==> src/rtl/bin_to_bcd_seq_pkg.sv <==
// Shared constants, state encoding and helpers
// for the sequential binary-to-BCD converter.
package bin_to_bcd_seq_pkg;

  localparam int BCD_NIBBLE_W   = 4;
  localparam int BCD_ADJ_THRESH = 5;
  localparam int BCD_ADJ_ADD    = 3;

  typedef logic [0:0] state_t;

  localparam logic [0:0] ST_IDLE  = 1'b0;
  localparam logic [0:0] ST_SHIFT = 1'b1;

  function automatic int pow10(input int n);
    int r;
    r = 1;
    for (int i = 0; i < n; i++) begin
      r = r * 10;
    end
    return r;
  endfunction

endpackage

==> src/rtl/bin_to_bcd_seq_if.sv <==
// Request/result bundle between the value source
// and the converter feeding the display stage.
interface bin_to_bcd_seq_if #(
  parameter int IN_WIDTH = 14,
  parameter int DIGITS   = 4
);

  logic                  start;
  logic [IN_WIDTH-1:0]   bin;
  logic                  busy;
  logic                  done;
  logic [4*DIGITS-1:0]   bcd;
  logic                  overflow;

  modport master (
    output start,
    output bin,
    input  busy,
    input  done,
    input  bcd,
    input  overflow
  );

  modport slave (
    input  start,
    input  bin,
    output busy,
    output done,
    output bcd,
    output overflow
  );

endinterface

==> src/rtl/bin_to_bcd_seq_digit_adjust.sv <==
// One BCD nibble of the double-dabble step:
// add 3 when the digit is 5 or more.
module bcd_digit_adjust
  import bin_to_bcd_seq_pkg::*;
(
  input  logic [BCD_NIBBLE_W-1:0] i_nib,
  output logic [BCD_NIBBLE_W-1:0] o_nib
);

  logic w_ge;

  assign w_ge  = (i_nib >= BCD_NIBBLE_W'(BCD_ADJ_THRESH));
  assign o_nib = w_ge ? i_nib + BCD_NIBBLE_W'(BCD_ADJ_ADD)
                      : i_nib;

endmodule

==> src/rtl/bin_to_bcd_seq.sv <==
// Shift-and-add-3 binary-to-BCD converter, one bit
// per clock; result held between conversions.
module bin_to_bcd_seq
  import bin_to_bcd_seq_pkg::*;
#(
  parameter int IN_WIDTH = 14,
  parameter int DIGITS   = 4
) (
  input  logic clk,
  input  logic rst_n,
  bin_to_bcd_seq_if.slave bus
);

  localparam int          CW    = $clog2(IN_WIDTH + 1);
  localparam int          BW    = BCD_NIBBLE_W * DIGITS;
  localparam logic [31:0] LIMIT = 32'(pow10(DIGITS) - 1);
  localparam logic [BW-1:0] SAT = {DIGITS{4'h9}};

  state_t              r_state;
  logic [IN_WIDTH-1:0] r_shreg;
  logic [BW-1:0]       r_scr;
  logic [CW-1:0]       r_cnt;
  logic                r_ovf;
  logic                r_done;
  logic [BW-1:0]       r_bcd;
  logic                r_overflow;

  logic [BW-1:0]       w_adj;
  logic [BW-1:0]       w_scr_nxt;
  logic [IN_WIDTH-1:0] w_sh_nxt;
  logic                w_ovf_in;

  genvar g;
  generate
    for (g = 0; g < DIGITS; g++) begin : g_adj
      bcd_digit_adjust u_adj (
        .i_nib (r_scr[g*BCD_NIBBLE_W +: BCD_NIBBLE_W]),
        .o_nib (w_adj[g*BCD_NIBBLE_W +: BCD_NIBBLE_W])
      );
    end
  endgenerate

  assign {w_scr_nxt, w_sh_nxt} = {w_adj, r_shreg} << 1;
  assign w_ovf_in = (32'(bus.bin) > LIMIT);

  always_ff @(posedge clk) begin
    if (!rst_n) begin
      r_state    <= ST_IDLE;
      r_shreg    <= '0;
      r_scr      <= '0;
      r_cnt      <= '0;
      r_ovf      <= 1'b0;
      r_done     <= 1'b0;
      r_bcd      <= '0;
      r_overflow <= 1'b0;
    end else begin
      r_done <= 1'b0;
      unique case (1'b1)
        (r_state == ST_IDLE): begin
          if (bus.start) begin
            r_shreg <= bus.bin;
            r_scr   <= '0;
            r_cnt   <= CW'(IN_WIDTH);
            r_ovf   <= w_ovf_in;
            r_state <= ST_SHIFT;
          end
        end
        (r_state == ST_SHIFT): begin
          r_scr   <= w_scr_nxt;
          r_shreg <= w_sh_nxt;
          r_cnt   <= r_cnt - CW'(1);
          // last shift: publish the freshly shifted value directly
          if (r_cnt == CW'(1)) begin
            r_state    <= ST_IDLE;
            r_done     <= 1'b1;
            r_bcd      <= r_ovf ? SAT : w_scr_nxt;
            r_overflow <= r_ovf;
          end
        end
        default: r_state <= ST_IDLE;
      endcase
    end
  end

  assign bus.busy     = (r_state == ST_SHIFT);
  assign bus.done     = r_done;
  assign bus.bcd      = r_bcd;
  assign bus.overflow = r_overflow;

endmodule
==> src/flat_wrapper.sv <==
// flat-port wrapper written by rule: the top's interface ports become plain ports
module bin_to_bcd_seq_flat import bin_to_bcd_seq_pkg::*;
#(
  parameter int IN_WIDTH = 14,
  parameter int DIGITS   = 4
)
  (clk, rst_n, bus_start, bus_bin, bus_busy, bus_done, bus_bcd, bus_overflow);
  bin_to_bcd_seq_if #(.IN_WIDTH(IN_WIDTH), .DIGITS(DIGITS)) bus_i ();
  input  logic clk;
  input  logic rst_n;
  input wire logic [$bits(bus_i.start)-1:0] bus_start;
  input wire logic [$bits(bus_i.bin)-1:0] bus_bin;
  output wire logic [$bits(bus_i.busy)-1:0] bus_busy;
  output wire logic [$bits(bus_i.done)-1:0] bus_done;
  output wire logic [$bits(bus_i.bcd)-1:0] bus_bcd;
  output wire logic [$bits(bus_i.overflow)-1:0] bus_overflow;
  assign bus_i.start = bus_start;
  assign bus_i.bin = bus_bin;
  assign bus_busy = bus_i.busy;
  assign bus_done = bus_i.done;
  assign bus_bcd = bus_i.bcd;
  assign bus_overflow = bus_i.overflow;
  bin_to_bcd_seq #(.IN_WIDTH(IN_WIDTH), .DIGITS(DIGITS)) u_core (.clk(clk), .rst_n(rst_n), .bus(bus_i));
endmodule
==> config.mk <==
export PLATFORM = sky130hd
export DESIGN_NAME = bin_to_bcd_seq_flat
export DESIGN_NICKNAME = d
export VERILOG_FILES = /design/src/rtl/bin_to_bcd_seq_pkg.sv /design/src/rtl/bin_to_bcd_seq_if.sv /design/src/rtl/bin_to_bcd_seq_digit_adjust.sv /design/src/rtl/bin_to_bcd_seq.sv /design/src/flat_wrapper.sv
export SDC_FILE = /design/constraint.sdc
export NUM_CORES = 1
export LEC_CHECK = 0
export ABC_AREA = 1
export CORE_ASPECT_RATIO = 1.2
export CORE_UTILIZATION = 49
export DETAILED_ROUTE_END_ITERATION = 8
export PLACE_DENSITY_LB_ADDON = 0.2
export SYNTH_ARGS = -nofsm -noshare
export SYNTH_HDL_FRONTEND = slang
export SYNTH_SLANG_ARGS = --single-unit
==> constraint.sdc <==
create_clock -name clk -period 1.4 [get_ports clk]
set_clock_uncertainty 0.2 [all_clocks]
set_input_delay 0.28 -clock clk [delete_from_list [all_inputs] [get_ports clk]]
set_output_delay 0.28 -clock clk [all_outputs]
set_load 0.01 [all_outputs]
==> out/summary.log, run 1 <==
INFO  logic_synthesis yosys.area.top_type=sky130_fd_sc_hd__dfxtp_1
INFO  logic_synthesis synth_flop_cell=sky130_fd_sc_hd__dfxtp_1
INFO  power_and_ir_drop ir_worst_vdd=0.596mV
INFO  setup_path     timing.critical_path.mode_cell=sky130_fd_sc_hd__inv_2
INFO  floorplan      starting_density=51.1%
INFO  floorplan      io-pin-count=36
INFO  routing        post_drt_wl_per_cell=12.6um
INFO  global_routing grt_start_max_net_pins=28
INFO  clock_tree     cts_hold_buf=0
INFO  global_routing grt_util_all_layers=23.5%
INFO  sta            timing_hold_violations_final=0
INFO  sta            finalMaxSlewViolations=0
INFO  setup_path     r2r-end=u_core.r_scr[4]
INFO  floorplan      rows=28
INFO  setup_path     critical_path.cell_chain=inv_2 > ha_4 > inv_2 > nand2_4 > nand3_4 > nand4_1 > a21oi_1
INFO  place          place_worst_setup_slack=-0.307ns
INFO  logic_synthesis synth.yosys.warnings=0
INFO  clock_tree     cts.htree.levels=2
INFO  setup_path     worst_path_max_delay_cell=sky130_fd_sc_hd__dfxtp_2
INFO  clock_tree     clk_pin_slew=0.09ns
INFO  logic_synthesis ys_seq_area_share=42.5%
INFO  finish         final_cell_area=0.00363mm2
INFO  clock_tree     clock_latency=0.30ns
INFO  logic_synthesis netlist_area=0.00254mm2
INFO  logic_synthesis synth_top_area_share=42.5%
INFO  sta            min_period_over_period=100%
INFO  floorplan      design.core.area=0.00497mm2
INFO  logic_synthesis number_of_enable_type_register_cells_in_the_synthesized_netlist=0
INFO  logic_synthesis synthesis.nets=384
INFO  place          port-buffer-count=35
INFO  logic_synthesis syn-mean-instance-area=7.13um2
INFO  min_path       min-delay-path-class=register to register
INFO  power_and_ir_drop cellPowerDensity=790mW/mm2
INFO  place          globalplace.congestion=0.845
INFO  sta            post-route-min-period=1.41ns
INFO  routing        remaining_drc_errors=0
INFO  place          dpl-instance-area=0.00324mm2
INFO  sta            slew_headroom=79.6%
INFO  logic_synthesis post_synth_arst_share=0%
INFO  floorplan      floorplan.die.height=80.9um
INFO  run            drv.max_cap_violation_count=0
INFO  setup_path     largest_stage_delay_on_the_critical_path=0.37ns
INFO  run_status     outcome=finished with violations
INFO  clock_tree     cts_tree=done
INFO  clock_tree     cts_buffer_depth=2
INFO  routing        drt_pre_antenna_iters=4
INFO  routing        antenna_violating_nets_post_route=0
INFO  routing        drtIter0Drc=159
INFO  sta            setup-violations-final=1
INFO  routing        via_count=2506
INFO  global_routing grt_overflow_total=0
INFO  setup_path     critPathMaxFanout=4
INFO  sta            finalHoldWorstSlack=0.256ns
INFO  global_routing grt_antenna_before_repair=0
INFO  sta            fmaxAchievable=711MHz
INFO  logic_synthesis ys_ff_latch=54
INFO  floorplan      die_w=67.8um
INFO  setup_path     timing.reg2reg.setup_slack=-0.006ns
INFO  setup_path     reg2regPathDepth=7
INFO  setup_path     category_of_the_worst_setup_path_capture_point=register
INFO  finish         final_net_count=458
INFO  logic_synthesis gate_count_after_technology_mapping=357
INFO  clock_tree     cts.sink_count=54
INFO  sta            worstMarginPinSlew=0.305ns
INFO  sta            rsz_0062_raised_after_global_routing=true
INFO  finish         antenna_cells_inserted=0
INFO  setup_path     worst_ep_arrival_time=1.44ns
INFO  finish         layout-drive-gt1-share=32.9%
INFO  setup_path     worst-setup-path-type=register to register
INFO  clock_tree     cts_inserted_buffers=5
INFO  sta            finalWorstSetupSlack=-0.00640ns
INFO  logic_synthesis yosys.cell_types.count=23
INFO  run_status     failed_checks=negative setup slack
INFO  min_path       timing.hold.worst.start=u_core.bus.bcd[14]
INFO  setup_path     worst_setup_path_start_kind=register
INFO  global_routing grt_pass1_vias=2332
INFO  power_and_ir_drop leakage_power_total=1.70nW
INFO  routing        route.detailed.vias_per_inst=5.10
INFO  routing        routed_wl=6.18mm
INFO  floorplan      die-area=0.00548mm2
INFO  setup_path     rr_startpoint=u_core.r_scr[0]
INFO  finish         synthToLayoutAreaGrowth=42.5%
INFO  global_routing grt_first_pass_wirelength=9.84mm
INFO  min_path       hold-path-endpoint=u_core.bus.bcd[14]
INFO  setup_path     critical_path_required=1.43ns
INFO  place          detailed_place_hpwl=4.02mm
INFO  logic_synthesis synth.top_cells.by_area=sky130_fd_sc_hd__dfxtp_1 42%, sky130_fd_sc_hd__nand2_1 16%, sky130_fd_sc_hd__inv_1 6.9%, sky130_fd_sc_hd__nand3_1 6.1%, sky130_fd_sc_hd__a21oi_1 5.5%
INFO  min_path       hold-path-cell-count=2
INFO  clock_tree     clk_root_buffer_cell=sky130_fd_sc_hd__clkbuf_8
[through the flow]
step | util (%) | std cells | power, mW | TNS (ns)
6_report | 72.9 | 491 | 2.86 | -0.00640
2_1_floorplan | - | 357 | 1.85 | 0
5_1_grt | 72.9 | 491 | 2.99 | -0.592
3_3_place_gp | 65.1 | 480 | 2.03 | -10.17
3_5_place_dp | 65.1 | 480 | 2.04 | -11.22
4_1_cts | 69.4 | 490 | 2.87 | 0
[critical path, delay by kind of cell (launching register included)]
family | cells | cell delay, ns
AND/OR/NAND/NOR | 3 | 0.31
AO/OA/AOI/OAI | 1 | 0.18
flip-flops | 1 | 0.37
adder cells (fa/ha/maj) | 1 | 0.16
buffers and inverters | 2 | 0.12
[worst max-delay path by stage]
stage               slack (ns)                  to  cells after the start                from
finish                  -0.006     u_core.r_scr[4]                      7     u_core.r_scr[0]
global route             -0.07     u_core.r_scr[4]                      7     u_core.r_scr[0]
CTS                      0.002         bus_bcd[12]                      1  u_core.bus.bcd[12]
detailed placement       -0.31  u_core.r_shreg[10]                      7           bus_start
global placement         -0.29  u_core.r_shreg[11]                      7           bus_start
floorplan                 0.01     u_core.r_scr[1]                      8     u_core.r_scr[0]
[synth_stat cells (2+ instances only)]
library cell	instances
sky130_fd_sc_hd__nand2_1	111
sky130_fd_sc_hd__dfxtp_1	54
sky130_fd_sc_hd__inv_1	47
sky130_fd_sc_hd__nand3_1	31
sky130_fd_sc_hd__a21oi_1	28
sky130_fd_sc_hd__o21ai_0	17
sky130_fd_sc_hd__nand4_1	11
sky130_fd_sc_hd__o21ai_1	11
sky130_fd_sc_hd__ha_1	10
sky130_fd_sc_hd__a22oi_1	6
sky130_fd_sc_hd__nor2_1	6
sky130_fd_sc_hd__buf_2	5
sky130_fd_sc_hd__clkbuf_1	4
sky130_fd_sc_hd__nor2_2	3
sky130_fd_sc_hd__buf_4	2
sky130_fd_sc_hd__buf_6	2
sky130_fd_sc_hd__inv_2	2
sky130_fd_sc_hd__nor3_1	2
[final cells by class]
| type | instances | area, um2 |
|---|---|---|
| clock buffers | 6 | 72.6 |
| clock inverters | 1 | 7.51 |
| fillers | 379 | 1350 |
| inverters | 49 | 191 |
| multi-input cells | 241 | 1490 |
| flip-flops and latches | 54 | 1100 |
| well taps | 60 | 75.1 |
| repair buffers | 80 | 693 |
[repair_timing]
item	4_1_cts	5_1_grt
pin swaps	7	24
buffers inserted	3	3
resized for setup	62	99
setup endpoints to repair	46	63
cloned	0	0
[layer usage]
metal / up-vias / track usage (%) / share of wire, %
met5: - / 0 / 0
met4: 0 / 10.8 / 2.7
met3: 15 / 4.07 / 3.1
met2: 50 / 41.5 / 51
met1: 1138 / 26.9 / 43
li1: 1303 / - / -
[cell families after synthesis]
kind of cell,count (synthesis),synth area share (%)
AO/OA/AOI/OAI,63,13.1
adder cells (fa/ha/maj),10,4.92
buffers and inverters,62,10.3
flip-flops,54,42.5
AND/OR/NAND/NOR,168,29.2
[cell usage in the layout, fill, tap and decap left out, types with 2 or more instances in the layout]
cell                               n
sky130_fd_sc_hd__a21oi_1          22
sky130_fd_sc_hd__a21oi_2           6
sky130_fd_sc_hd__a22oi_1           4
sky130_fd_sc_hd__a22oi_2           2
sky130_fd_sc_hd__buf_12            2
sky130_fd_sc_hd__buf_4            36
sky130_fd_sc_hd__buf_6             7
sky130_fd_sc_hd__clkbuf_2          9
sky130_fd_sc_hd__clkbuf_8          5
sky130_fd_sc_hd__clkdlybuf4s15_1   8
sky130_fd_sc_hd__clkdlybuf4s50_1  15
sky130_fd_sc_hd__dfxtp_1          42
sky130_fd_sc_hd__dfxtp_2          12
sky130_fd_sc_hd__ha_1              2
sky130_fd_sc_hd__ha_2              2
sky130_fd_sc_hd__ha_4              6
sky130_fd_sc_hd__inv_1            35
sky130_fd_sc_hd__inv_2            11
sky130_fd_sc_hd__inv_4             3
sky130_fd_sc_hd__nand2_1          94
sky130_fd_sc_hd__nand2_2          11
sky130_fd_sc_hd__nand2_4           8
sky130_fd_sc_hd__nand3_1          23
sky130_fd_sc_hd__nand3_2           5
sky130_fd_sc_hd__nand3_4           3
sky130_fd_sc_hd__nand4_1          11
sky130_fd_sc_hd__nor2_1            6
sky130_fd_sc_hd__nor2_4            3
sky130_fd_sc_hd__o21ai_0           6
sky130_fd_sc_hd__o21ai_1          18
sky130_fd_sc_hd__o21ai_2           4
[sequential cells by signal (all words and copies together), names as in the netlist]
register / count
u_core.bus.bcd: 16
u_core.r_scr: 16
u_core.r_shreg: 14
u_core.r_cnt: 4
u_core.bus.busy: 1
u_core.bus.done: 1
u_core.bus.overflow: 1
u_core.r_ovf: 1
[report_power, final]
part / total, mW / switching (mW) / leakage (nW) / internal (mW)
Combinational: 0.420 / 0.223 / 1.22 / 0.197
Sequential: 1.62 / 0.0346 / 0.444 / 1.59
Clock: 0.821 / 0.477 / 0.0373 / 0.344
Total: 2.86 / 0.735 / 1.70 / 2.13
No activity file was read; power rests on OpenSTA's default activity.
==> run 2, diff against run 1 <==
Settings changed: CORE_MARGIN from default to 1, SETUP_SLACK_MARGIN from default to 0.05.
==> run 2 against run 1 <==
The run now ends clean. Flip-flop and latch count unchanged. Wire length is 3.9% higher. Cell count grew 0.61%. Hold slack lost 0.0053 ns. Sequential share of layout area is 0.79 points lower. Non-clock buffer count is 3 higher. Global-route usage hardly changed. Clock power is 27% higher. Critical endpoint is now u_core.bus.bcd[6].
==> out/summary.log, run 2 (synthesis results as in run 1) <==
INFO  run_status     outcome=finished, final reports clean
INFO  routing        route.detailed.vias_per_inst=5.24
INFO  sta            fmaxAchievable=718MHz
INFO  setup_path     critical_path.cell_chain=buf_6 > nand4_4 > nor2_4 > nand2_4 > o21ai_2
INFO  run            drv.max_cap_violation_count=0
INFO  floorplan      io-pin-count=36
INFO  routing        post_drt_wl_per_cell=13.0um
INFO  clock_tree     clk_root_buffer_cell=sky130_fd_sc_hd__clkbuf_8
INFO  global_routing grt_first_pass_wirelength=9.86mm
INFO  min_path       min-delay-path-class=register to register
INFO  clock_tree     cts.sink_count=54
INFO  setup_path     worst_setup_path_start_kind=register
INFO  finish         final_core_utilization=76.6%
INFO  finish         commonest_non_fill_non_tap_cell_in_the_layout=sky130_fd_sc_hd__nand2_1
INFO  setup_path     worst_ep_arrival_time=1.43ns
INFO  setup_path     worst-setup-path-type=register to register
INFO  sta            min_period_over_period=99.4%
INFO  routing        drtIter0Drc=153
INFO  place          port-buffer-count=35
INFO  setup_path     critical_path_required=1.44ns
INFO  setup_path     critPathMaxFanout=8
INFO  sta            post-route-min-period=1.39ns
INFO  global_routing grt_antenna_before_repair=0
INFO  floorplan      die-area=0.00548mm2
INFO  sta            finalMaxSlewViolations=0
INFO  clock_tree     cts_tree=done
INFO  routing        remaining_drc_errors=0
INFO  setup_path     category_of_the_worst_setup_path_capture_point=register
INFO  min_path       hold-path-cell-count=2
INFO  min_path       timing.hold.worst.start=u_core.bus.bcd[14]
INFO  routing        antenna_violating_nets_post_route=0
INFO  sta            timing_hold_violations_final=0
INFO  finish         synthToLayoutAreaGrowth=49.9%
INFO  floorplan      rows=28
INFO  place          dpl.cell_count=474
INFO  routing        routed_wl=6.43mm
INFO  setup_path     rr_startpoint=u_core.bus.busy
INFO  global_routing grt_util_all_layers=23.4%
INFO  clock_tree     cts_inserted_buffers=5
INFO  power_and_ir_drop leakage_power_total=1.82nW
INFO  floorplan      starting_density=51.1%
INFO  setup_path     critical_path.startpoint=u_core.bus.busy
INFO  finish         fillCellCount=342
INFO  clock_tree     clock_latency=0.30ns
INFO  routing        via_count=2587
INFO  power_and_ir_drop ir_worst_vdd=0.610mV
INFO  clock_tree     cts.htree.levels=2
INFO  sta            slew_headroom=78.3%
INFO  power_and_ir_drop cellPowerDensity=817mW/mm2
INFO  place          detailed_place_hpwl=4.01mm
INFO  clock_tree     cts_buffer_depth=2
INFO  finish         layoutNonFillerInstCount=494
INFO  global_routing grt_pass1_vias=2359
INFO  setup_path     largest_stage_delay_on_the_critical_path=0.37ns
INFO  finish         top_library_cells_by_usage_in_the_layout_fill_and_taps_aside=84 x sky130_fd_sc_hd__nand2_1, 38 x sky130_fd_sc_hd__buf_4, 32 x sky130_fd_sc_hd__inv_1, 27 x sky130_fd_sc_hd__dfxtp_2, 25 x sky130_fd_sc_hd__dfxtp_1
INFO  sta            worstMarginPinSlew=0.325ns
INFO  routing        drt_pre_antenna_iters=4
INFO  setup_path     worst_path_max_delay_cell=sky130_fd_sc_hd__dfxtp_2
INFO  floorplan      design.core.area=0.00497mm2
INFO  finish         layout-drive-gt1-share=47.5%
INFO  global_routing grt_overflow_total=0
INFO  floorplan      die_w=67.8um
INFO  floorplan      floorplan.die.height=80.9um
INFO  sta            setup-violations-final=0
INFO  setup_path     reg2regPathDepth=5
INFO  sta            rsz_0062_raised_after_global_routing=true
INFO  finish         final_net_count=461
INFO  finish         antenna_cells_inserted=0
INFO  clock_tree     clk_pin_slew=0.10ns
INFO  place          globalplace.congestion=0.866
INFO  global_routing grt_start_max_net_pins=28
[run 2: critical path: cells and delay by family (launching register included)]
family	cells	cell delay (ns)
DFF	1	0.37
and+or+nand+nor	3	0.45
buffers and inverters	1	0.14
AOI/OAI and AO/OA	1	0.16
[run 2: per-stage QoR]
stage	TNS, ns	setup slack, ns	instance area (um2)	power (mW)	hold slack, ns
2_1_floorplan	0	0.0510	2570	1.85	0.218
3_3_place_gp	-10.59	-0.288	3200	2.02	0.244
3_5_place_dp	-11.55	-0.310	3200	2.03	0.249
5_1_grt	-0.380	-0.0600	3810	3.24	0.265
6_report	0	0.00787	3810	3.11	0.251
4_1_cts	0	0.0159	3560	3.08	0.259
[run 2: routing by layer]
layer  GRT usage (%)  vias to the layer above  routed length (um)
met5               0                        -                   0
met4            7.92                        0                 202
met3            4.35                       22                 219
met2            43.4                       64                3360
met1            26.2                     1191                2650
li1                -                     1310                   -
[run 2: layout make-up]
| type | count | area, um2 | share of cell area, % |
|---|---|---|---|
| inverters | 49 | 199 | 5.22 |
| clock buffers | 5 | 68.8 | 1.81 |
| flip-flops and latches | 54 | 1120 | 29.4 |
| well taps | 60 | 75.1 | 1.97 |
| multi-input cells | 241 | 1630 | 42.8 |
| repair buffers | 83 | 676 | 17.7 |
| clock inverters | 2 | 38.8 | 1.02 |
[run 2: what timing repair did]
item / in CTS / in global routing
gates resized for setup: 134 / 110
setup buffers: 7 / 6
endpoints found under the setup margin: 67 / 65
pin swaps: 11 / 25
hold buffers: 0 / 0
[run 2: final timing paths]
path	end	slack [ns]
worst max register to register	u_core.bus.bcd[6]	0.008
worst max-delay path	u_core.bus.bcd[6]	0.008
worst min register to register	u_core.bus.bcd[14]	0.25
worst min-delay path	u_core.bus.bcd[14]	0.25
[run 2: power by group]
group          total, mW  internal, mW  switching (mW)
registers           1.63          1.59          0.0376
logic              0.453         0.214           0.239
clock network       1.04         0.527           0.508
